`config.mk`:
```
export PLATFORM = sky130hd
export DESIGN_NAME = full_adder_unit
export DESIGN_NICKNAME = d
export VERILOG_FILES = /design/src/rtl/full_adder_cell.sv /design/src/rtl/full_adder_unit.sv
export SDC_FILE = /design/constraint.sdc
export NUM_CORES = 1
export LEC_CHECK = 0
export BUFFER_PORTS_ARGS = -buffer_cell sky130_fd_sc_hd__buf_2
export CORE_AREA = 2 2 39 41
export DETAILED_ROUTE_END_ITERATION = 10
export DIE_AREA = 0 0 41 43
export HOLD_SLACK_MARGIN = 0.12
export PLACE_DENSITY = 0.3
export SLEW_MARGIN = 20
export SYNTH_ARGS = -nofsm -noshare
export SYNTH_HDL_FRONTEND = slang
export SYNTH_SLANG_ARGS = --single-unit
```
`constraint.sdc`:
```
create_clock -name clk -period 1.09 [get_ports clk]
set_clock_uncertainty 0.15 [all_clocks]
set_input_delay 0.0545 -clock clk [delete_from_list [all_inputs] [get_ports clk]]
set_output_delay 0.0545 -clock clk [all_outputs]
set_load 0.005 [all_outputs]
```
`src/rtl/full_adder_cell.sv`:
```
// full_adder_cell: one-bit combinational full adder, the ripple element of
// full_adder_unit.
module full_adder_cell (
    input  logic a,
    input  logic b,
    input  logic carry_in,
    output logic sum,
    output logic carry_out
);

    logic half_sum;

    // Generate and propagate terms of a classic full adder.
    assign half_sum  = a ^ b;
    assign sum       = half_sum ^ carry_in;
    assign carry_out = (a & b) | (carry_in & half_sum);

endmodule

```
`src/rtl/full_adder_unit.sv`:
```
// full_adder_unit: registered ripple-carry adder,
// {carry_out, sum} = a + b + carry_in, with one cycle of latency.
//
// Valid semantics: in_valid qualifies a/b/carry_in at a rising clk edge.
// out_valid is high during the cycle after such an edge, and sum/carry_out
// then hold that result. When in_valid is low, the operands are ignored and
// the previous result is held, but out_valid drops. The block has no
// backpressure, so it accepts a new operand set on every clock.
module full_adder_unit #(
    parameter int WIDTH = 1
) (
    input  logic             clk,
    input  logic             rst_n,
    input  logic             in_valid,
    input  logic [WIDTH-1:0] a,
    input  logic [WIDTH-1:0] b,
    input  logic             carry_in,
    output logic [WIDTH-1:0] sum,
    output logic             carry_out,
    output logic             out_valid
);

    logic [WIDTH:0]   carry_chain;
    logic [WIDTH-1:0] sum_d;
    logic             carry_out_d;
    logic [WIDTH-1:0] sum_q;
    logic             carry_out_q;
    logic             out_valid_q;

    assign carry_chain[0] = carry_in;

    // The carry ripples from bit 0 up to the MSB through one cell per bit.
    for (genvar i = 0; i < WIDTH; i++) begin : g_cell
        full_adder_cell u_cell (
            .a         (a[i]),
            .b         (b[i]),
            .carry_in  (carry_chain[i]),
            .sum       (sum_d[i]),
            .carry_out (carry_chain[i+1])
        );
    end

    assign carry_out_d = carry_chain[WIDTH];

    // Result register: load on valid, hold otherwise. Reset wins over in_valid.
    always_ff @(posedge clk) begin
        if (!rst_n) begin
            sum_q       <= '0;
            carry_out_q <= 1'b0;
            out_valid_q <= 1'b0;
        end else begin
            out_valid_q <= in_valid;
            if (in_valid) begin
                sum_q       <= sum_d;
                carry_out_q <= carry_out_d;
            end
        end
    end

    assign sum       = sum_q;
    assign carry_out = carry_out_q;
    assign out_valid = out_valid_q;

endmodule

```
==> After elaboration in Yosys (flattened, before gate mapping) <==
Index checks and enable logic that the tools add are counted.
{ "word_totals": {"elab_cells": 8, "in_bits": 6, "regBits": 3} }
{ "classes": {"n_bitwise": 5} }
{ "op_table": {"columns": ["op", "count"], "rows": [
  ["$and A1 B1 Y1", 2],
  ["$xor A1 B1 Y1", 2],
  ["$or A1 B1 Y1", 1]
]} }

==> Longest topological paths before layout <==
{ "depth": {"word_depth": 3, "mapped_depth": 3} }

==> Cells and area by module <==
Synthesis repeated with hierarchy kept, for this count alone.
{ "hier_totals": {"hier_cells": 9, "area_unflattened_um2": 120.1} }
{ "by_module_without_submodules": {"columns": ["module", "area_each_um2", "cells_per_inst", "instances"], "rows": [
  ["full_adder_unit", 100.1, 8, 1],
  ["full_adder_cell", 20.0, 1, 1]
]} }

==> Worst setup path after synthesis <==
No wires, ideal clock.
{ "synth_path": {"path_type": "input to register", "from": "input port a", "to": "register sum_q, in the netlist sum", "path_buffers": 0, "t_arrival_ps": 682, "required_ps": 824, "setup_time_ps": 116, "stages": 3, "slack_ps": 142, "path_cell_list": "fa_1 mux2i_1 nor2b_1"} }
{ "synth_via": {"elab_chain_cells": 2} }
{ "synth_lines": {"columns": ["item", "line_no", "rtl"], "rows": [
  ["from (decl)", "full_adder_unit.sv:15", "input logic [WIDTH-1:0] a,"],
  ["$xor A1 B1 Y1", "full_adder_cell.sv:14", "assign half_sum = a ^ b;"],
  ["$xor A1 B1 Y1", "full_adder_cell.sv:15", "assign sum = half_sum ^ carry_in;"],
  ["to (signal assigned)", "full_adder_unit.sv:54", "sum_q <= sum_d;"],
  ["to (decl)", "full_adder_unit.sv:26", "logic [WIDTH-1:0] sum_q;"]
]} }
No other way between the ends.
A chain may end at the register's enable or synchronous reset.

==> results by group <==
Synthesis
  • Dominant cells by area after synthesis: dfxtp_1 50%, fa_1 17%, mux2i_1 17%
  • Synthesis-stage register bit count: 3
  • Top-area cell type share of the netlist area: 50.0%
  • Syn_area_per_cell: 13.3 um2
  • Yosys top cell by area: dfxtp_1
  • Mapped Cells: 9
  • Cell Area, Synth: 120 um2
  • Sequential area share after synthesis: between 50% and 60%
  • Post-synth net total: 16
  • Yosys warns: 0
  • Synth unique cells: 5

Flow run
  • Max-cap violations: 0

STA
  • Setup TNS: 0 ps
  • Final setup viols: 0
  • Max Freq: ~1 GHz
  • Worst-margin pin slew: 132 ps
  • Fin crit share: about 92%
  • RSZ-0062 raised after global routing: false
  • Tmin final: 998 ps
  • Slew HR: 90.9%
  • Final Hold Fails: 0
  • Final WS setup: about 92 ps
  • Fin. max-slew vios: 0
  • Hold slack: 108 ps

Route
  • DR iter-0 viols: 0
  • DR vias: 116
  • Vias/cell: a little under 3
  • # DRC: 0
  • Final wirelength: 300 um
  • Drt wl/cell: 7.69 um
  • Drt pass-1 iters: 1
  • Antenna Violating Nets Remaining: 0

Global routing
  • Vias in the first global route: 118
  • First-pass GRT wire length: 420 um
  • GRT Overall Usage: 4.51%
  • Largest net degree at the start of global routing: 4
  • Initial antenna violation count: 0
  • Total congestion overflow: 0

Pwr
  • Power, Total: 0.000359 W
  • Sw power: about 0.000077 W
  • Switching Share: 21.3%
  • Sequential power share: ~34%
  • Clock Power Share: 53.8%
  • Leakage: 0.109 nW
  • Internal power: 0.000283 W
  • Comb power frac: around an eighth
  • Max VDD drop: roughly 0.32 mV
  • PD cells: 1590 nW/um2

Clock network
  • Bufs on Longest Clock Path: 2
  • Post-cts resize count: 0
  • Worst skew pair latency: 230 ps
  • CTS buffer count: 3
  • Setup bufs post-CTS: 0
  • TritonCTS sink count: 3
  • H-Tree Depth: 1
  • CTS tree: built
  • Root buf cell: clkbuf_4
  • Hold buffer count at CTS: 2
  • Clk slew on worst S/H paths: 40 ps

Setup path
  • Worst Path Max Fanout: 3
  • Reg-to-reg endpoint: carry_out
  • Setup crit start kind: input port
  • Worst r2r path cells: 2
  • Slowest stage delay, CP: 530 ps
  • Critical path's slowest cell: dlygate4sd3_1
  • Critical path's top delay family: buffers and inverters
  • FF-to-FF setup slack: around 340 ps
  • Crit path buffers/inverters: 2
  • Number of stages on the worst setup path: 4
  • Chain of cells forming the critical path: dlygate4sd3_1, buf_2, mux2i_1, nor2b_1
  • Crit. End Element: register
  • Critical path data arrival time: 970 ps
  • Worst reg2reg startpoint: carry_out
  • Crit path kind: in -> reg
  • CP Data Required Time: roughly 1100 ps

Die
  • Full die area: 1760 um2
  • Ports: 9
  • Initial Util: 8.68%
  • Die height: 43 um
  • Core area: approximately 1400 um2
  • Die W: slightly above 40 um
  • Site row count: 14

Cells and area
  • Most common cell after layout, fill and taps aside: buf_2
  • Area growth, synth to finish: 88.5%
  • Nets@finish: 31
  • Design area: 226 um2
  • Share of cells above drive strength 1: 52.2%
  • Most frequent cells in the layout: 8 x buf_2, 3 x dfxtp_1, 3 x clkbuf_4
  • Antenna Cells: 0

Placed design
  • GP Congestion: 0.489
  • Post-DP Area: 180 um2
  • Dpl ws: -32.0 ps
  • Input/output buffers: 8

Outcome
  • Status: finished, final reports clean

Hold path
  • HP Class: in -> reg
  • Worst hold start: carry_in
  • Worst hold stages: 4
  • Hold Path End: carry_out
-- cell families (layout without fill, tap and decap cells) --
kind of cell / after synthesis / after routing / share of synthesized area, %
and+or+nand+nor: 3 / 3 / 16.7
adders and majority gates: 1 / 1 / 16.7
muxes: 2 / 2 / 16.7
buffers and inverters: 0 / 14 / 0
DFF: 3 / 3 / 50.0
-- area by class of cell --
class,count,area [um2]
Sequential cell,3,60.1
Timing Repair Buffer,10,60.1
Multi-Input combinational cell,6,60.1
Tap cell,16,20.0
Fill cell,152,1160
Clock buffer,4,26.3
-- how the worst max path moves through the flow --
stage,from,to
2_1_floorplan,a,sum
3_3_place_gp,a,sum
3_5_place_dp,a,sum
4_1_cts,in_valid,sum
5_1_grt,in_valid,sum
6_report,in_valid,carry_out
-- layer usage --
layer	part of all wire, %	vias up	global-route usage (%)
met4	0	0	8.00
met5	0	-	0
li1	-	56	-
met3	23	0	3.66
met1	43	51	3.53
met2	33	9	4.69
-- cell usage after synthesis --
library cell / instances
dfxtp_1: 3
nor2b_1: 2
mux2i_1: 2
fa_1: 1
and2_2: 1
-- power by group through the flow --
stage / sequential, W / combinational [W] / clock, W
final: 0.000122 / 0.0000442 / 0.000193
after global routing: 0.000122 / 0.0000526 / 0.000215
after CTS: 0.000122 / 0.0000457 / 0.000206
after detailed placement: 0.000124 / 0.0000400 / 0
after global placement: 0.000123 / 0.0000396 / 0
after floorplan: 0.000124 / 0.0000149 / 0
-- flip-flops by register name, indices dropped and copies added (netlist names) --
register and cells:
sum 1, carry_out 1, out_valid 1
-- stage by stage --
| stage | utilization, % | instances |
|---|---|---|
| floorplan | - | 9 |
| global placement | 13.0 | 33 |
| detailed placement | 13.0 | 33 |
| CTS | 16.4 | 39 |
| global route | 16.4 | 39 |
| finish | 16.4 | 39 |
-- tightest hold or removal path, cell delays in order --
cell and delay [ps]:
buf_2 80, fa_1 150, mux2i_1 70, nor2b_1 100
Power figures use the tool's default switching activity.
